<file path="config.mk">
export PLATFORM = sky130hd
export DESIGN_NAME = mel_mac_sched
export DESIGN_NICKNAME = d
export VERILOG_FILES = /design/src/rtl/mel_mac_sched.sv
export SDC_FILE = /design/constraint.sdc
export NUM_CORES = 1
export LEC_CHECK = 0
export CAP_MARGIN = 20
export CORE_UTILIZATION = 46
export DETAILED_ROUTE_END_ITERATION = 10
export GPL_ROUTABILITY_DRIVEN = 0
export PLACE_DENSITY = 0.91
export SKIP_LAST_GASP = 1
export SYNTH_ARGS = -nofsm -noshare
export SYNTH_HDL_FRONTEND = slang
export SYNTH_SLANG_ARGS = --single-unit
</file>
<file path="constraint.sdc">
create_clock -name clk_i -period 4.1 [get_ports clk_i]
set_input_delay 0.41 -clock clk_i [delete_from_list [all_inputs] [get_ports clk_i]]
set_output_delay 0.41 -clock clk_i [all_outputs]
set_load 0.05 [all_outputs]
</file>
<file path="src/rtl/mel_mac_sched.sv">
// ---------------------------------------------------------------------------
// mel_mac_sched
//
// Purpose:
//   Sequences the shared mel-filterbank MAC for one log-mel frame. After an
//   accepted start it walks N_MELS triangular bands. For each band it reads
//   the band-table ROM (start bin, length, coefficient base). It then issues
//   power-RAM / coefficient-ROM reads and drives the MAC clear and accumulate
//   strobes. The finished band energy is presented on a valid/ready stream
//   toward the log stage.
//
// Per-band timeline (mel_ready_i held high):
//   LOAD  -> WAIT -> RUN x eff_len -> DRAIN -> CAPTURE -> OUTPUT
//   This takes eff_len+5 cycles from LOAD to the handshake, inclusive.
//
// Ports:
//   clk_i, reset_i     clock, asynchronous active-high reset
//   start_i            frame start pulse (accepted only in IDLE, not on done)
//   busy_o             high from the cycle after an accepted start through done
//   done_o             one-cycle pulse after the last band handshake
//   err_o              sticky band-overrun flag, cleared by an accepted start
//   band_addr_o        band-table ROM address (current band)
//   band_start_i       band first bin        (1-cycle ROM latency)
//   band_len_i         band length in bins   (1-cycle ROM latency)
//   band_coef_i        band coefficient base (1-cycle ROM latency)
//   power_addr_o       power RAM read address (1-cycle RAM latency)
//   coef_addr_o        coefficient ROM read address (1-cycle ROM latency)
//   mac_clear_o        MAC clear strobe (LOAD only)
//   mac_accumulate_o   MAC accumulate strobe (one cycle after each issue)
//   mac_accum_i        MAC accumulator value
//   mel_valid_o        band energy valid
//   mel_ready_i        downstream ready
//   mel_data_o         band energy
//   mel_idx_o          band index of mel_data_o
// ---------------------------------------------------------------------------
module mel_mac_sched #(
  parameter int N_BINS  = 257,
  parameter int N_MELS  = 40,
  parameter int BIN_AW  = 9,
  parameter int COEF_AW = 11,
  parameter int BAND_AW = 6,
  parameter int ACCUM_W = 54
) (
  input  logic               clk_i,
  input  logic               reset_i,
  input  logic               start_i,
  output logic               busy_o,
  output logic               done_o,
  output logic               err_o,
  output logic [BAND_AW-1:0] band_addr_o,
  input  logic [BIN_AW-1:0]  band_start_i,
  input  logic [BIN_AW-1:0]  band_len_i,
  input  logic [COEF_AW-1:0] band_coef_i,
  output logic [BIN_AW-1:0]  power_addr_o,
  output logic [COEF_AW-1:0] coef_addr_o,
  output logic               mac_clear_o,
  output logic               mac_accumulate_o,
  input  logic [ACCUM_W-1:0] mac_accum_i,
  output logic               mel_valid_o,
  input  logic               mel_ready_i,
  output logic [ACCUM_W-1:0] mel_data_o,
  output logic [BAND_AW-1:0] mel_idx_o
);

  // One extra bit so N_BINS - start and the clamped length never wrap.
  localparam int                EXT_W   = BIN_AW + 1;
  localparam logic [EXT_W-1:0]  NB_EXT  = EXT_W'(N_BINS);
  localparam logic [BAND_AW-1:0] LAST_BAND = BAND_AW'(N_MELS - 1);

  typedef enum logic [2:0] {
    S_IDLE,
    S_LOAD,
    S_WAIT,
    S_RUN,
    S_DRAIN,
    S_CAPTURE,
    S_OUTPUT
  } state_e;

  state_e state_q, state_d;

  logic [BAND_AW-1:0] band_cnt_q, band_cnt_d;
  logic [BIN_AW-1:0]  pwr_addr_q, pwr_addr_d;
  logic [COEF_AW-1:0] coef_addr_q, coef_addr_d;
  logic [EXT_W-1:0]   rem_q, rem_d;
  logic               acc_pipe_q, acc_pipe_d;
  logic               done_q, done_d;
  logic               err_q, err_d;
  logic [ACCUM_W-1:0] mel_data_q, mel_data_d;
  logic [BAND_AW-1:0] mel_idx_q, mel_idx_d;

  // -------------------------------------------------------------------------
  // Band length clamp. A band that starts at or past N_BINS has nothing
  // available. A band that would run past the last bin is shortened to the
  // available bins and flagged as an overrun.
  // -------------------------------------------------------------------------
  logic [EXT_W-1:0] start_ext;
  logic [EXT_W-1:0] len_ext;
  logic [EXT_W-1:0] avail;
  logic [EXT_W-1:0] eff_len;
  logic             overrun;

  assign start_ext = {1'b0, band_start_i};
  assign len_ext   = {1'b0, band_len_i};
  assign avail     = (start_ext >= NB_EXT) ? '0 : (NB_EXT - start_ext);
  assign overrun   = (len_ext > avail);
  assign eff_len   = overrun ? avail : len_ext;

  logic start_accept;
  logic handshake;
  logic last_band;
  logic last_issue;

  // A start in the done cycle is ignored, even though the FSM is in IDLE.
  assign start_accept = (state_q == S_IDLE) && start_i && !done_q;
  assign handshake    = (state_q == S_OUTPUT) && mel_ready_i;
  assign last_band    = (band_cnt_q == LAST_BAND);
  assign last_issue   = (rem_q == EXT_W'(1));

  // -------------------------------------------------------------------------
  // FSM: state register
  // -------------------------------------------------------------------------
  always_ff @(posedge clk_i or posedge reset_i) begin
    if (reset_i) begin
      state_q <= S_IDLE;
    end else begin
      state_q <= state_d;
    end
  end

  // -------------------------------------------------------------------------
  // FSM: next-state logic
  // -------------------------------------------------------------------------
  always_comb begin
    state_d = state_q;
    case (state_q)
      S_IDLE: begin
        if (start_accept) begin
          state_d = S_LOAD;
        end
      end
      S_LOAD: begin
        state_d = S_WAIT;
      end
      S_WAIT: begin
        // A zero-length band still passes through DRAIN (with an empty
        // accumulate pipe). Every band therefore costs eff_len+5 cycles.
        if (eff_len == '0) begin
          state_d = S_DRAIN;
        end else begin
          state_d = S_RUN;
        end
      end
      S_RUN: begin
        if (last_issue) begin
          state_d = S_DRAIN;
        end
      end
      S_DRAIN: begin
        state_d = S_CAPTURE;
      end
      S_CAPTURE: begin
        state_d = S_OUTPUT;
      end
      S_OUTPUT: begin
        if (mel_ready_i) begin
          state_d = last_band ? S_IDLE : S_LOAD;
        end
      end
      default: begin
        state_d = S_IDLE;
      end
    endcase
  end

  // -------------------------------------------------------------------------
  // Datapath next-state logic
  // -------------------------------------------------------------------------
  always_comb begin
    band_cnt_d  = band_cnt_q;
    pwr_addr_d  = pwr_addr_q;
    coef_addr_d = coef_addr_q;
    rem_d       = rem_q;
    err_d       = err_q;
    mel_data_d  = mel_data_q;
    mel_idx_d   = mel_idx_q;
    // Read data returns one cycle after its issue, so the accumulate strobe
    // is simply the RUN flag delayed by one cycle.
    acc_pipe_d  = (state_q == S_RUN);
    done_d      = handshake && last_band;

    case (state_q)
      S_IDLE: begin
        if (start_accept) begin
          err_d      = 1'b0;
          band_cnt_d = '0;
        end
      end
      S_WAIT: begin
        pwr_addr_d  = band_start_i;
        coef_addr_d = band_coef_i;
        rem_d       = eff_len;
        if (overrun) begin
          err_d = 1'b1;
        end
      end
      S_RUN: begin
        rem_d = rem_q - EXT_W'(1);
        // Hold the addresses on the last issue so they never step past the
        // final bin of the band.
        if (!last_issue) begin
          pwr_addr_d  = pwr_addr_q + BIN_AW'(1);
          coef_addr_d = coef_addr_q + COEF_AW'(1);
        end
      end
      S_CAPTURE: begin
        mel_data_d = mac_accum_i;
        mel_idx_d  = band_cnt_q;
      end
      S_OUTPUT: begin
        if (mel_ready_i && !last_band) begin
          band_cnt_d = band_cnt_q + BAND_AW'(1);
        end
      end
      default: begin
      end
    endcase
  end

  always_ff @(posedge clk_i or posedge reset_i) begin
    if (reset_i) begin
      band_cnt_q  <= '0;
      pwr_addr_q  <= '0;
      coef_addr_q <= '0;
      rem_q       <= '0;
      acc_pipe_q  <= 1'b0;
      done_q      <= 1'b0;
      err_q       <= 1'b0;
      mel_data_q  <= '0;
      mel_idx_q   <= '0;
    end else begin
      band_cnt_q  <= band_cnt_d;
      pwr_addr_q  <= pwr_addr_d;
      coef_addr_q <= coef_addr_d;
      rem_q       <= rem_d;
      acc_pipe_q  <= acc_pipe_d;
      done_q      <= done_d;
      err_q       <= err_d;
      mel_data_q  <= mel_data_d;
      mel_idx_q   <= mel_idx_d;
    end
  end

  // -------------------------------------------------------------------------
  // FSM: output logic
  // -------------------------------------------------------------------------
  always_comb begin
    // busy stays high through the done cycle, when the FSM is back in IDLE.
    busy_o           = (state_q != S_IDLE) || done_q;
    done_o           = done_q;
    err_o            = err_q;
    band_addr_o      = band_cnt_q;
    power_addr_o     = pwr_addr_q;
    coef_addr_o      = coef_addr_q;
    mac_clear_o      = (state_q == S_LOAD);
    mac_accumulate_o = acc_pipe_q;
    mel_valid_o      = (state_q == S_OUTPUT);
    mel_data_o       = mel_data_q;
    mel_idx_o        = mel_idx_q;
  end

endmodule

</file>
==> impl_metrics.sql <==
INSERT INTO impl_metrics (metric_group, metric, value, unit) VALUES
('status', 'run_status', 'complete, no violations', ''),
('synthesis', 'ys_seq_elements', '102', ''),
('worst_hold_path', 'holdPathEnd', 'rem_q[9]', ''),
('timing', 'fin_tns_setup', '0', 'ns'),
('drt', 'detail_route.wirelength', '14.8', 'mm'),
('setup_path', 'cp.required', '4.30', 'ns'),
('synthesis', 'synthesized_instance_count', '506', ''),
('run', 'max_cap_violations', '0', ''),
('timing', 'final_max_slew_viol_count', '0', ''),
('timing', 'worst_pin_slew', '0.954', 'ns'),
('place', 'numPortBuffers', '178', ''),
('synthesis', 'synth_enable_flop_cells', '0', ''),
('floorplan', 'dieArea', '0.0119', 'sq mm'),
('timing', 'finalHoldViolations', '0', ''),
('layout', 'multi_input_comb_area', '0.00255', 'sq mm'),
('setup_path', 'critPathCaptureType', 'register', ''),
('global_route', 'number_of_global_route_vias_before_repair', '4587', ''),
('power_and_ir_drop', 'power.density_cell_area', '875', 'mW/mm^2'),
('layout', 'instances_no_fill', '818', ''),
('power_and_ir_drop', 'finalPower', '6.51', 'mW'),
('layout', 'finalNetCount', '775', ''),
('cts', 'root_buffer_selected_by_cts', 'clkbuf_16', ''),
('timing', 'timing.final.crit_share', '91.8', '%'),
('layout', 'layout-drive-gt1-share', '13.4', '%'),
('global_route', 'grt_start_max_net_pins', '78', ''),
('synthesis', 'synth_top_area_cell', 'dfrtp_1', ''),
('setup_path', 'slowest_stage_cell_cp', 'clkdlybuf4s50_1', ''),
('layout', 'finalCoreUtilization', '67.7', '%'),
('cts', 'post_cts.repair.setup_buffers', '0', ''),
('synthesis', 'dominantRegCellSynth', 'dfrtp_1', ''),
('drt', 'dr_total_vias', '4710', ''),
('drt', 'drt_iter0_markers', '357', ''),
('synthesis', 'synth_top_area_share', '48.4', '%'),
('setup_path', 'critical_path_fanouts_max', '15', ''),
('cts', 'clk_pin_slew_worst_paths', '0.07', 'ns'),
('setup_path', 'cells_on_worst_reg2reg_path', '7', ''),
('timing', 'grt_setup_unrepaired', 'no', ''),
('cts', 'post_cts_resized', '0', ''),
('timing', 'fmax', '266', 'MHz'),
('synthesis', 'synth.most_common_cell', 'dfrtp_1', ''),
('timing', 'fin_worst_skew', '0.00672', 'ns'),
('floorplan', 'initial_core_util', '48.0', '%'),
('cts', 'cts_max_level', '3', ''),
('timing', 'hold_ws', '0.501', 'ns'),
('global_route', 'groute.usage.overall', '24.9', '%'),
('place', 'placed_cell_area', '0.00715', 'sq mm'),
('synthesis', 'synth.net_count', '608', ''),
('synthesis', 'synthArstFlopShare', '100', '%'),
('drt', 'via_per_inst', '5.76', ''),
('cts', 'clk_path_buf_depth', '2', ''),
('cts', 'clk-insertion-delay-late', '0.34', 'ns'),
('power_and_ir_drop', 'max-vdd-ir-drop', '0.700', 'mV'),
('floorplan', 'floorplan.rows', '38', ''),
('timing', 'relSlewSlack', '36.4', '%'),
('drt', 'wire_per_inst', '18.1', 'microns'),
('global_route', 'grt-ovfl-total', '0', ''),
('layout', 'num_antenna_cells', '0', ''),
('synthesis', 'synth.area.top_cells', 'dfrtp_1 (48%), mux2_2 (13%), ha_1 (3.6%), a21oi_1 (3.1%), o21ai_0 (3.0%)', ''),
('floorplan', 'ioPinCount', '179', ''),
('worst_hold_path', 'number_of_cells_on_the_worst_hold_path', '1', ''),
('cts', 'clock_sinks', '102', ''),
('layout', 'sequential_cell_area', '0.00255', 'sq mm'),
('cts', 'cts_made_buffers', '9', ''),
('synthesis', 'post_synthesis_sequential_area_ratio', '48.4', '%'),
('cts', 'holdBufCountCts', '0', ''),
('layout', 'design_area', '0.00744', 'sq mm'),
('synthesis', 'synthTopCellsByCount', 'dfrtp_1 (102), mux2_2 (60), nand2_1 (39)', ''),
('worst_hold_path', 'min-delay-start', 'rem_q[9]', ''),
('setup_path', 'cp-start-kind', 'input port', ''),
('synthesis', 'synthesis.area', '0.00527', 'sq mm'),
('drt', 'drcViolationCount', '0', '');
-- layout by cell type (no fill, tap or decap), drive strengths merged, types with 2 or more instances in the layout --
master and instances:
and4 3, clkinvlp 3, o22ai 10, a21o 7
buf 5, nand2 40, a211oi 3, mux2 60
clkdlybuf4s50 178, nand4 8, o211ai 2, nand2b 11
clkbuf 10, o21a 3, mux2i 4, nor3b 3
a31oi 5, a311o 5, nor4 6, and3 5
ha 15, o21ai 34, a22oi 6, o311ai 3
o2bb2ai 2, nor2 21, dfrtp 102, a2bb2oi 2
nand3 25, a21oi 33, nand3b 2, nor3 15
and2 5, o31ai 6, inv 17, or3 2
-- power by group --
part           switching, mW  internal [mW]
registers              0.375           1.47
logic                   2.47           1.40
clock network          0.375          0.415
-- worst max-delay path by stage --
| stage | startpoint | end | slack [ns] | depth (start not counted) |
|---|---|---|---|---|
| after floorplan | reset_i | band_addr_o[0] | 1.01 | 1 |
| after global placement | band_start_i[1] | rem_q[1] | 0.44 | 13 |
| after detailed placement | band_start_i[1] | rem_q[6] | 0.11 | 14 |
| after CTS | band_start_i[1] | rem_q[6] | 0.47 | 14 |
| after global routing | band_start_i[1] | err_o | 0.02 | 14 |
| final | band_start_i[1] | rem_q[6] | 0.34 | 14 |
-- layout make-up --
| cell class | count | area share, % |
|---|---|---|
| clock buffer | 10 | 3.08 |
| inverter | 15 | 0.791 |
| clock inverter | 6 | 0.606 |
| timing repair buffer | 183 | 24.6 |
| multi-input combinational | 362 | 34.3 |
| tap | 140 | 2.36 |
| sequential | 102 | 34.3 |
-- logic make-up after synthesis --
family	synth area share [%]
buffers and inverters	3.32
XOR/XNOR	0.166
multiplexers	13.6
AND/OR/NAND/NOR	15.6
AO/OA/AOI/OAI	15.4
flip-flops	48.4
adder cells (fa/ha/maj)	3.56
-- layer usage --
layer  wire, microns  track usage (%)  vias up
li1                -                -     2200
met1            5820             30.2     2227
met2            7530             42.6      252
met3            1150             5.02       31
met4             337             11.1        0
met5               0                0        -
-- critical path, delay by kind of cell --
kind | cells | cell delay [ns]
adder cells (fa/ha/maj) | 2 | 0.60
AO/OA/AOI/OAI | 5 | 1.14
AND/OR/NAND/NOR | 5 | 1.14
buffers and inverters | 2 | 0.66
-- sequential cells by signal (all words and copies together), names as in the netlist --
signal and flops:
mel_data_o 54, coef_addr_o 11, rem_q 10, power_addr_o 9, band_addr_o 6, mel_idx_o 6
state_q 3, done_o 1, err_o 1, mac_accumulate_o 1
(Power assumes the default switching activity.)
